<file path="src/rtl/i2c_target.sv">
// i2c_target: I2C responder with 7-bit address match, byte strobe write path
// and request/load read path, driving SDA open-drain through SDA_config.
module i2c_target #(
    parameter logic [6:0] ADDRESS     = 7'h42,
    parameter int         SYNC_STAGES = 2
) (
    input  logic       cpu_clock,
    input  logic       reset,
    input  logic       SCL_in,
    input  logic       SDA_in,
    output logic       SDA_out,
    output logic       SDA_config,
    output logic [7:0] rx_data,
    output logic       rx_valid,
    input  logic [7:0] tx_data,
    output logic       tx_load,
    output logic       selected,
    output logic       stop_seen
);
    localparam logic [2:0] IDLE      = 3'd0;
    localparam logic [2:0] ADDR      = 3'd1;
    localparam logic [2:0] ADDR_ACK  = 3'd2;
    localparam logic [2:0] WRITE     = 3'd3;
    localparam logic [2:0] WRITE_ACK = 3'd4;
    localparam logic [2:0] READ      = 3'd5;
    localparam logic [2:0] READ_ACK  = 3'd6;
    localparam logic [2:0] IGNORE    = 3'd7;

    logic [SYNC_STAGES-1:0] scl_sync, sda_sync;
    logic       scl_d, sda_d;
    logic       scl, sda;
    logic       scl_rise, scl_fall, sda_rise, sda_fall, start, stop;
    logic [2:0] state;
    logic [3:0] bit_cnt;
    logic [7:0] shift, tx_shift;
    logic       nack;

    assign SDA_out  = 1'b0;
    assign scl      = scl_sync[SYNC_STAGES-1];
    assign sda      = sda_sync[SYNC_STAGES-1];
    assign scl_rise = scl & ~scl_d;
    assign scl_fall = ~scl & scl_d;
    assign sda_rise = sda & ~sda_d;
    assign sda_fall = ~sda & sda_d;
    assign start    = sda_fall & scl;
    assign stop     = sda_rise & scl;

    always_ff @(posedge cpu_clock or posedge reset) begin
        if (reset) begin
            scl_sync <= '1;
            sda_sync <= '1;
            scl_d    <= 1'b1;
            sda_d    <= 1'b1;
        end else begin
            scl_sync <= {scl_sync[SYNC_STAGES-2:0], SCL_in};
            sda_sync <= {sda_sync[SYNC_STAGES-2:0], SDA_in};
            scl_d    <= scl;
            sda_d    <= sda;
        end
    end

    always_ff @(posedge cpu_clock or posedge reset) begin
        if (reset) begin
            state      <= IDLE;
            bit_cnt    <= '0;
            shift      <= '0;
            tx_shift   <= '0;
            nack       <= 1'b0;
            SDA_config <= 1'b0;
            rx_data    <= '0;
            rx_valid   <= 1'b0;
            tx_load    <= 1'b0;
            selected   <= 1'b0;
            stop_seen  <= 1'b0;
        end else begin
            rx_valid  <= 1'b0;
            tx_load   <= 1'b0;
            stop_seen <= 1'b0;
            if (start) begin
                SDA_config <= 1'b0;
                bit_cnt    <= '0;
                selected   <= 1'b0;
                state      <= ADDR;
            end else if (stop) begin
                SDA_config <= 1'b0;
                stop_seen  <= selected;
                selected   <= 1'b0;
                state      <= IDLE;
            end else if (scl_rise) begin
                case (state)
                    ADDR, WRITE: begin
                        shift   <= {shift[6:0], sda};
                        bit_cnt <= bit_cnt + 4'd1;
                        if (state == WRITE && bit_cnt == 4'd7) begin
                            rx_data  <= {shift[6:0], sda};
                            rx_valid <= 1'b1;
                        end
                    end
                    READ:     bit_cnt <= bit_cnt + 4'd1;
                    READ_ACK: nack <= sda;
                    default: ;
                endcase
            end else if (scl_fall) begin
                // All SDA drive changes happen here, so SDA never moves while SCL is high
                case (state)
                    ADDR: if (bit_cnt == 4'd8) begin
                        bit_cnt <= '0;
                        if (shift[7:1] == ADDRESS) begin
                            SDA_config <= 1'b1;
                            selected   <= 1'b1;
                            state      <= ADDR_ACK;
                        end else begin
                            state <= IGNORE;
                        end
                    end
                    ADDR_ACK, READ_ACK: begin
                        if ((state == ADDR_ACK && shift[0]) || (state == READ_ACK && !nack)) begin
                            tx_shift   <= tx_data;
                            tx_load    <= 1'b1;
                            SDA_config <= ~tx_data[7];
                            bit_cnt    <= '0;
                            state      <= READ;
                        end else if (state == ADDR_ACK) begin
                            SDA_config <= 1'b0;
                            state      <= WRITE;
                        end else begin
                            SDA_config <= 1'b0;
                            selected   <= 1'b0;
                            state      <= IGNORE;
                        end
                    end
                    WRITE: if (bit_cnt == 4'd8) begin
                        bit_cnt    <= '0;
                        SDA_config <= 1'b1;
                        state      <= WRITE_ACK;
                    end
                    WRITE_ACK: begin
                        SDA_config <= 1'b0;
                        state      <= WRITE;
                    end
                    READ: begin
                        if (bit_cnt == 4'd8) begin
                            bit_cnt    <= '0;
                            SDA_config <= 1'b0;
                            state      <= READ_ACK;
                        end else begin
                            SDA_config <= ~tx_shift[6];
                            tx_shift   <= {tx_shift[6:0], 1'b0};
                        end
                    end
                    default: ;
                endcase
            end
        end
    end
endmodule

</file>
<file path="config.mk">
export PLATFORM = sky130hd
export DESIGN_NAME = i2c_target
export DESIGN_NICKNAME = d
export VERILOG_FILES = /design/src/rtl/i2c_target.sv
export SDC_FILE = /design/constraint.sdc
export NUM_CORES = 1
export LEC_CHECK = 0
export ABC_CLOCK_PERIOD_IN_PS = 2630
export CORE_AREA = 2 2 96 98
export CTS_BUF_LIST = sky130_fd_sc_hd__clkbuf_4 sky130_fd_sc_hd__clkbuf_8
export CTS_CLUSTER_DIAMETER = 150
export DETAILED_ROUTE_END_ITERATION = 10
export DIE_AREA = 0 0 98 100
export HOLD_SLACK_MARGIN = 0.03
export MAX_ROUTING_LAYER = met4
export PLACE_DENSITY = 0.44
export SETUP_SLACK_MARGIN = 0.5
export SLEW_MARGIN = 10
export SYNTH_ARGS = -nofsm -noshare
export SYNTH_HDL_FRONTEND = slang
export SYNTH_SLANG_ARGS = --single-unit
</file>
<file path="constraint.sdc">
create_clock -name cpu_clock -period 2.63 [get_ports cpu_clock]
set_clock_uncertainty 0.05 [all_clocks]
set_input_delay 0.3945 -clock cpu_clock [delete_from_list [all_inputs] [get_ports cpu_clock]]
set_output_delay 0.3945 -clock cpu_clock [all_outputs]
set_load 0.01 [all_outputs]
</file>
After elaboration in Yosys (flattened, before gate mapping) --
Index checks and enable logic that the tools add are counted.
Operators by class: multiplexer cells 52, $lt $le $gt $ge 0, multiply operators 0, div/mod/pow operators 0, $add $sub $neg 1, bitwise operators 15, equal/unequal tests 23, shifts and indexed selects 0, reduce and logical (&&, ||, !) cells 21
Operators with widths (count):
- 3-bit two-way mux | 10
- 1-bit two-way mux | 28
- 4-bit two-way mux | 7
- 4-bit inequality test, second input constant | 6
- 6-bit AND reduction | 3
- 3-bit one-hot mux with 5 select lines | 1
- 7-bit two-way mux | 2
- 7-bit one-hot mux with 2 select lines | 1
- 7-bit AND reduction | 2
- 3-bit == test, second input constant | 3
- 1-bit inverter | 9
- 4-bit one-hot mux with 2 select lines | 1
- 4-bit AND reduction | 2
- 7-bit == test, second input constant | 1
- 7-bit nonzero test | 1
- 1-bit AND | 6
- 3-bit by 2-bit == test with 1-bit output, second input constant | 2
- 2-bit inequality test, second input constant | 3
- 3-bit nonzero test | 2
- 1-bit one-hot mux with 5 select lines | 1
- 5-bit AND reduction | 1
- 4-bit by 1-bit adder with 4-bit output, second input constant | 1
- 4-bit by 3-bit == test with 1-bit output, second input constant | 1
- 4-bit == test, second input constant | 1
- other kinds (14) | 17
Storage, ports and cells: bits in latches 0, ROM bits 0, bits in registers 42, memories 0, input bits 12, memory bits (writable) 0

Depth between registers and ports, before layout --
Gate-level depths: netlist (run 1).
word-level depth 9, depth in mapped cells 8

Worst setup path before layout (run 1) --
No wires, ideal clock.
path type reg-to-reg, from reg sda_sync[1], to reg rx_data[0], stages on the path, launching flop included 8, data required time 2.455 ns, clock period less this slack 2.122 ns, setup slack 0.508 ns, path buffers 2, arrival 1.947 ns, cell sequence dfstp_2 -> xor2_1 -> and2_1 -> buf_6 -> nor3_4 -> and4_4 -> buf_12 -> mux2_4
Between the ends: longest elaborated chain between the ends 5
RTL lines:
- start: declaration | line 29 | logic [SYNC_STAGES-1:0] scl_sync, sda_sync;
- start signal: assignment | line 56 | sda_sync <= {sda_sync[SYNC_STAGES-2:0], SDA_in};
- 1-bit inverter | line 44 | assign sda_fall = ~sda & sda_d;
- 1-bit AND | line 44
- 1-bit AND | line 45 | assign start = sda_fall & scl;
- 1-bit inverter (no source line)
- 5-bit AND reduction (no source line)
- end signal: assignment | line 95 | rx_data <= {shift[6:0], sda};
- end: declaration | line 13 | output logic [7:0] rx_data,
Parallel ways exist; a longest one is shown, timed or not. A chain may end at the register's enable or synchronous reset.

Worst setup path after layout (run 1) --
from reg scl_sync[1], to reg bit_cnt[2]
Between the ends: longest elaborated chain between the ends 4
RTL lines:
- start: declaration | line 29
- start signal: assignment | line 55 | scl_sync <= {scl_sync[SYNC_STAGES-2:0], SCL_in};
- 1-bit inverter or 1-bit AND (tied branches) | line 42, 41
- 1-bit AND or 4-bit two-way mux (tied branches) | line 42, 89
- 4-bit by 2-bit inequality test with 1-bit output (no source line) (tied with other cells)
- 6-bit AND reduction (no source line) or 4-bit two-way mux (tied branches)
- end signal: assignment | line 93 | bit_cnt <= bit_cnt + 4'd1;
- end signal: assignment | line 99 | READ: bit_cnt <= bit_cnt + 4'd1;
- end: declaration | line 34 | logic [3:0] bit_cnt;
Parallel ways exist; a longest one is shown, timed or not. The select of a mux whose other input is x is not followed.

==> results.cfg, run 1 <==
[status]
status = completed

[worst_setup_path]
crit_chain = inv_1 > ha_1 > a21oi_2 > nor2_2 > or4b_2 > a21boi_1
cp-start-kind = register
worstPathRequired_ps = 2800
cp-end-kind = register
max_stage_delay_ps = 630
crit_fanout = 5
arrival_ps = 2200
crit_type = register to register
crit_slowest_cell = or4b_2

[floorplan]
ios = 26
start_util_pct = 24.2
die_width_microns = 98
die_area_sq_um = 9800
coreArea_sq_um = 8890
fp.dieH_microns = 100
core.rowCount = 35

[global_route]
antenna_found_initial = 0
first_global_vias = 1502
gr-usage-all-layers_pct = 9.98
grt_max_degree = 43
grt_first_pass_wirelength_mm = 7.58
grt_overflow = 0

[routing]
dr.first_iter.drc_count = 72
wl_mm = 4.47
num_vias = 1525
wl_per_cell_microns = 13.2
drc = 0
postRouteAntennaNets = 0
drt-pass1-iter-count = 4
vias_per_cell = 4.50

[timing]
hold_violations = 0
worstMarginPinSlew_ps = 733
min_period_ps = 2040
clock.fmax_ghz = 0.491
slew_viol_final = 0
whs_ps = 307
finalCritPeriodShare_pct = 77.5
rsz0062_at_grt = true
setup_viol = 0
slew_headroom_pct = 50.8
tns_ps = 0
layout_setup_ws_ps = 593

[placement]
placed_area_sq_um = 2520
dp_cells = 325
dp_hpwl_mm = 2.99
routabilityCongestion = 0.809
port_buffers = 24
dp_slack_ps = 336

[finish]
drive_gt1_share_pct = 24.6
most-common-layout-cells = 36 x dfrtp_1, 24 x clkdlybuf4s50_1, 16 x nand2_1
layout_commonest_cell = dfrtp_1
final_util_pct = 30.5
fin_cells = 339
nets = 244
synthToLayoutAreaGrowth_pct = 26.0
fin_area_sq_um = 2710
n_antenna_cell = 0

[logic_synthesis]
synth.area.top_cells = dfrtp_1 42%, dfstp_2 7.3%, mux2_4 5.6%, mux2_2 5.2%, mux2i_1 3.7%
synth-seq-cells = 42
syn_avg_cell_area_sq_um = 11.1
yosysWarnings = 0
ys_async_sr_fraction_pct = 100
ys_seq_area_share_pct = 49.2
ys_types = 49
syn_area_sq_um = 2150
netlist_instances = 194
synth_nets = 211
synth_top_area_cell = dfrtp_1
synth_top_area_share_pct = 41.9
synth_edf_count = 0
synthFlopType = dfrtp_1

[clock_network]
cts_tree = done
clockRootBuffer = clkbuf_8
clock_sinks = 42
cts_buffer_depth = 2
cts_hold_buf = 0
path_clk_slew_ps = 80
insertion_delay_ps = 290
htree_num_levels = 2
cts_buffers = 5

[power]
p_per_area_nw_per_um2 = 729
vdd_drop_max_mv = 0.258
p_leak_nw = 1.19
p_total_mw = 1.98

[flow_run]
maxCapViolations = 0

[hold_path]
hold_class = register to register
layout make-up:
cell class | instances | area [sq um]
Multi-Input combinational cell | 135 | 1040
Clock inverter | 1 | 30.0
Tap cell | 111 | 139
Inverter | 6 | 22.5
Timing Repair Buffer | 37 | 338
Fill cell | 917 | 6180
Clock buffer | 7 | 83.8
Sequential cell | 42 | 1060
state kept, by name, summed over array words and instances, names as in the netlist:
register / count
scl_sync: 2
nack: 1
state: 3
stop_seen: 1
SDA_config: 1
rx_valid: 1
sda_d: 1
tx_shift: 7
tx_load: 1
rx_data: 8
scl_d: 1
sda_sync: 2
shift: 8
selected: 1
bit_cnt: 4
worst max-delay path, delay by kind of cell (launching register included):
family                   cells  cell delay, ps
AND/OR/NAND/NOR              2             710
flip-flops                   1             560
AO/OA/AOI/OAI                2             280
buffers and inverters        1              60
adder cells (fa/ha/maj)      1             320
power breakdown:
part           total, mW  switching (mW)  internal [mW]
sequential         0.937           0.141          0.796
combinational      0.508           0.245          0.262
clock              0.532           0.227          0.305
Yosys cell counts, drive strengths merged (2+ instances only):
cell type / count
inv: 6
a21oi: 8
o311ai: 2
mux2i: 8
buf: 5
dfstp: 6
o31ai: 2
a211oi: 2
nor2: 9
o21ai: 10
o21bai: 2
nand2: 16
and3: 4
nand3: 4
a2111oi: 2
o22ai: 2
o22a: 2
a21boi: 2
dfrtp: 36
nand3b: 3
a21o: 2
mux2: 18
clkbuf: 7
nand2b: 6
and3b: 2
and2: 2
ha: 5
nor3: 2
nor2b: 6
nand4: 2
worst paths after layout:
| check | from | to | slack, ps | depth (start not counted) |
|---|---|---|---|---|
| worst max-delay path | scl_sync[1] | bit_cnt[2] | 590 | 6 |
| worst min-delay path | sda_sync[0] | sda_sync[1] | 310 | 0 |
| worst max register to register | scl_sync[1] | bit_cnt[2] | 590 | 6 |
| worst min register to register | sda_sync[0] | sda_sync[1] | 310 | 0 |
| max in group asynchronous | reset | scl_sync[0] | 1640 | 3 |
| min in group asynchronous | reset | rx_data[6] | 490 | 3 |
routing by layer:
layer  wire length, microns  vias to the layer above  track usage, %
met5                      0                        -               -
met4                    111                        0            3.85
met3                    109                       10            2.51
met2                   1920                       21            14.6
met1                   2320                      735            13.3
li1                       -                      759               -
logic make-up (layout without fill, tap and decap cells):
group,after synthesis,in the layout,synth area share (%)
compound gates,41,41,12.6
xor+xnor,1,1,0.407
fa+ha+maj,5,5,2.91
buf+inv,18,51,4.54
flops,42,42,49.2
mux,26,26,14.5
other cells,1,1,0.174
simple gates,60,61,15.6
timing repair:
action / 4_1_cts / 5_1_grt
gates resized for setup: 3 / 8
setup buffers: 0 / 5
gates cloned: 0 / 1
pin swaps: 0 / 2
setup endpoints to repair: 17 / 11
(Power assumes the default switching activity.)
==> run 2, diff against run 1 <==
Settings changed: ABC_CLOCK_PERIOD_IN_PS 2630 to 2000.
Clock period 2.63 ns to 2 ns, I/O delays scaled along.
==> results.cfg, run 2 (synthesis results as in run 1) <==
[status]
status = completed

[timing]
clock.fmax_ghz = 0.526
rsz0062_at_grt = true
slew_viol_final = 0
whs_ps = 288
min_period_ps = 1900
finalCritPeriodShare_pct = 95.0
tns_ps = 0
hold_violations = 0
setup_viol = 0

[power]
p_total_mw = 2.76
p_per_area_nw_per_um2 = 892
vdd_drop_max_mv = 0.400
p_leak_nw = 1.41

[floorplan]
die_area_sq_um = 9800
start_util_pct = 24.2
core.rowCount = 35
coreArea_sq_um = 8890
ios = 26
die_width_microns = 98
fp.dieH_microns = 100

[finish]
layout_commonest_cell = dfrtp_1
n_antenna_cell = 0
drive_gt1_share_pct = 42.9
nets = 270
most-common-layout-cells = 34 x dfrtp_1, 29 x buf_4, 14 x nand2_1
synthToLayoutAreaGrowth_pct = 43.9
top_regs = rx_data (8), shift (8), tx_shift (7)

[routing]
drt-pass1-iter-count = 4
wl_per_cell_microns = 14.7
met1_length_mm = 2.74
vias_per_cell = 4.60
postRouteAntennaNets = 0
wl_met2_mm = 2.38
num_vias = 1678
wl_mm = 5.35
drc = 0
top_layer_used = met4
dr.first_iter.drc_count = 74
met3_length_microns = 181

[worst_setup_path]
cp-start-kind = register
r2r_end = state[2]
arrival_ps = 2070
reg2reg_from = scl_d
reg2reg_setup_slack_ps = 100
crit_fanout = 5
reg2regPathDepth = 7
worstPathRequired_ps = 2170
crit_type = register to register
cp-end-kind = register
crit_start = scl_d

[clock_network]
cts_buffer_depth = 2
path_clk_slew_ps = 90
cts_buffers = 5
clock_sinks = 42
htree_num_levels = 2
insertion_delay_ps = 300
clockRootBuffer = clkbuf_8
cts_hold_buf = 0
cts_tree = done

[hold_path]
hold_class = input pin to asynchronous set/reset pin

[global_route]
antenna_found_initial = 0
gr-usage-all-layers_pct = 11.5
grt_max_degree = 43
grt_overflow = 0
first_global_vias = 1742
grt_first_pass_wirelength_mm = 8.79

[flow_run]
maxCapViolations = 0

[placement]
port_buffers = 24
routabilityCongestion = 0.758
dp_hpwl_mm = 3.40
run 2: worst max-delay path: stages, from the launching register on:
cell and delay (ps):
dfstp_2 570, inv_2 50, ha_4 170, buf_6 130, nor2b_4 170, o311ai_4 120, or4_1 420, a21oi_1 140
run 2: through the flow:
stage                     cells  area, sq um  worst slack (ps)  util [%]
after floorplan             194         2250             -65.7         -
after global placement      337         2700              29.6      30.4
after detailed placement    337         2700             -4.61      30.4
after CTS                   355         2940              88.4      33.0
after global routing        365         3100              31.7      34.8
final                       365         3100              99.3      34.8
run 2: cell type report:
| cell class | instances | area, sq um |
|---|---|---|
| Timing Repair Buffer | 62 | 561 |
| Fill cell | 904 | 5790 |
| Tap cell | 111 | 139 |
| Multi-Input combinational cell | 136 | 1220 |
| Sequential cell | 42 | 1060 |
| Clock inverter | 2 | 13.8 |
| Clock buffer | 6 | 76.3 |
| Inverter | 6 | 22.5 |
run 2: report_power, final:
| part | switching (mW) | internal [mW] | leakage (nW) |
|---|---|---|---|
| registers | 0.187 | 1.05 | 0.521 |
| clock network | 0.317 | 0.261 | 0.0486 |
| logic | 0.451 | 0.496 | 0.838 |
| total | 0.955 | 1.81 | 1.41 |
run 2: layer usage:
| layer | vias up | GRT usage [%] |
|---|---|---|
| met4 | 0 | 3.53 |
| met3 | 7 | 2.44 |
| li1 | 815 | - |
| met5 | - | - |
| met2 | 36 | 16.3 |
| met1 | 820 | 16.5 |
run 2: worst max-delay path by stage:
stage / end / slack, ps / cells past startpoint
3_5_place_dp: bit_cnt[2] / -5 / 6
2_1_floorplan: rx_data[0] / -70 / 7
6_report: state[2] / 100 / 7
4_1_cts: rx_data[4] / 90 / 5
3_3_place_gp: bit_cnt[2] / 30 / 6
5_1_grt: bit_cnt[0] / 30 / 7
run 2: repair_timing:
action,4_1_cts,5_1_grt
buffers inserted,9,9
cloned,1,1
setup endpoints to repair,48,35
pin swaps,12,10
resized for setup,37,17
==> run 3, diff against run 2 <==
Settings changed: ABC_AREA set to 1, CORE_AREA 2 2 96 98 to 2 2 68 70, DIE_AREA 0 0 98 100 to 0 0 70 72, PLACE_DENSITY 0.44 to 0.76.
==> results.cfg, run 3 <==
[status]
status = completed

[floorplan]
coreArea_sq_um = 4260
die_width_microns = 70
core.rowCount = 24
ios = 26
fp.dieH_microns = 72
start_util_pct = 53.7
die_area_sq_um = 5040

[timing]
hold_violations = 0
finalCritPeriodShare_pct = 84.9
setup_viol = 0
rsz0062_at_grt = true
slew_viol_final = 0
tns_ps = 0
whs_ps = 316
worstMarginPinSlew_ps = 531
min_period_ps = 1700
clock.fmax_ghz = 0.589
slew_headroom_pct = 64.6

[clock_network]
insertion_delay_ps = 300
clock_sinks = 42
cts_buffers = 5
htree_num_levels = 2
cts_buffer_depth = 2
clockRootBuffer = clkbuf_8
cts_tree = done
path_clk_slew_ps = 90

[flow_run]
maxCapViolations = 0

[placement]
dp_hpwl_mm = 3.24
port_buffers = 24
routabilityCongestion = 0.974

[logic_synthesis]
synth_top_area_share_pct = 39.3
ys_top_cells_by_count = 82 x nand2_1, 36 x dfrtp_1, 31 x inv_1, 26 x nor2_1, 12 x nand3_1
syn_area_sq_um = 2290
ys_seq_area_share_pct = 46.2
synth.area.top_cells = dfrtp_1 39%, nand2_1 13%, dfstp_2 6.9%, inv_1 5.1%, nor2_1 4.3%
synth_nets = 298
synth_top_area_cell = dfrtp_1
synthFlopType = dfrtp_1
ys_async_sr_fraction_pct = 100
yosysMostFrequentCell = nand2_1
synth-seq-cells = 42
synth_edf_count = 0
ys_types = 30
yosysWarnings = 0
syn_avg_cell_area_sq_um = 8.15
netlist_instances = 281

[worst_setup_path]
critPathTopFamily = flip-flops
path_buf_inv = 3
crit_fanout = 6
crit_slowest_cell = dfstp_2
max_stage_delay_ps = 600
arrival_ps = 1850
crit_top_cell = buf_6
cp-start-kind = register
cp-end-kind = register
crit_type = register to register
crit_chain = ha_4 > inv_4 > buf_6 > nor2_4 > buf_6 > nand2_8 > nand2_4 > o21ai_2
worstPathRequired_ps = 2150

[power]
switching_share_pct = 41.8
switching_power_mw = 1.42
power_frac_comb_pct = 43.5
p_int_mw = 1.98
p_per_area_nw_per_um2 = 1070
p_leak_nw = 1.55
vdd_drop_max_mv = 0.824
seqPwrFrac_pct = 35.7
p_clk_share_pct = 20.9

[routing]
wl_per_cell_microns = 13.9
vias_per_cell = 5.22
drc = 0
dr.first_iter.drc_count = 117
wl_mm = 5.44
drt-pass1-iter-count = 4
num_vias = 2047
postRouteAntennaNets = 0

[global_route]
grtUsageMet3_pct = 5.00
grt_max_degree = 43
grt_util_met1_pct = 30.8
grt_use_met2_pct = 35.3
gr-usage-all-layers_pct = 23.2
grt_overflow = 0
first_global_vias = 1958
grt_first_pass_wirelength_mm = 8.93
antenna_found_initial = 0
grt_busiest_layer = met2

[finish]
layout_commonest_cell = nand2_1
top_regs = rx_data (8), shift (8), tx_shift (7)
synthToLayoutAreaGrowth_pct = 38.7
drive_gt1_share_pct = 38.8
nets = 356
n_antenna_cell = 0
most-common-layout-cells = 67 x nand2_1, 33 x dfrtp_1, 24 x inv_1

[hold_path]
hold_class = register to register
==> run 3: cell count changes in the layout (fill, tap and decap cells not counted), moves of 8 or more <==
cell,previous run,this run
nand2_1,14,67
mux2_2,9,0
inv_2,2,12
nor2_1,6,21
o21ai_2,2,15
mux2i_1,8,0
inv_1,3,24
mux2_4,9,0
nand2_2,1,17
==> run 3: worst register-to-register path: cells and delay by family, from the launching register on <==
kind                       cells  cell delay [ps]
AOI/OAI and AO/OA              1               50
adders and majority gates      1              210
buffers and inverters          3              350
DFF                            1              600
and+or+nand+nor                3              340
==> run 3: area by class of cell <==
type	instances	area, sq um
flip-flops and latches	42	1060
repair buffers	52	453
well taps	52	65.1
inverters	38	148
clock inverters	3	48.8
fillers	316	1090
multi-input cells	200	1330
clock buffers	5	68.8
==> run 3: path summary, 6_finish.rpt <==
path                              from           to  slack, ps  cells past startpoint
max                        scl_sync[1]   rx_data[2]        300                      8
min                        scl_sync[0]  scl_sync[1]        320                      0
max reg2reg                scl_sync[1]   rx_data[2]        300                      8
min reg2reg                scl_sync[0]  scl_sync[1]        320                      0
max in group asynchronous        reset   bit_cnt[0]       1140                      3
min in group asynchronous        reset   rx_data[5]        380                      3
==> run 3: timing repair <==
| action | in CTS | in global routing |
|---|---|---|
| pin swaps | 9 | 19 |
| resized for setup | 35 | 41 |
| setup endpoints to repair | 45 | 35 |
| gates cloned | 3 | 1 |
| hold buffers | 0 | 0 |
| buffers inserted | 19 | 8 |
| hold endpoints to repair | 0 | 0 |
==> run 3: power groups by stage <==
stage,Combinational (mW),Clock (mW),Sequential [mW]
floorplan,0.930,0,1.20
detailed placement,1.19,0,1.22
finish,1.48,0.709,1.21
CTS,1.33,0.719,1.20
global route,1.66,0.760,1.23
global placement,1.17,0,1.22
==> run 3: cell families after synthesis <==
family | count (synthesis) | share of synthesized area (%)
compound gates | 35 | 10.3
fa+ha+maj | 5 | 2.73
buf+inv | 43 | 7.98
flops | 42 | 46.2
other cells | 1 | 0.164
simple gates | 155 | 32.6
==> run 3: per-layer routing <==
layer | share of wire (%) | vias to the layer above
li1 | - | 1011
met1 | 44 | 988
met2 | 50 | 43
met3 | 4.3 | 5
met4 | 1.0 | 0
met5 | 0 | -
==> run 3: through the flow <==
stage | power (mW) | util (%) | worst slack, ps | cells | instance area, sq um
3_3_place_gp | 2.39 | 61.0 | 316 | 353 | 2600
4_1_cts | 3.25 | 69.2 | 376 | 383 | 2950
6_report | 3.40 | 74.5 | 302 | 392 | 3180
2_1_floorplan | 2.13 | - | 469 | 281 | 2340
5_1_grt | 3.66 | 74.5 | 257 | 392 | 3180
3_5_place_dp | 2.41 | 61.0 | 306 | 353 | 2600
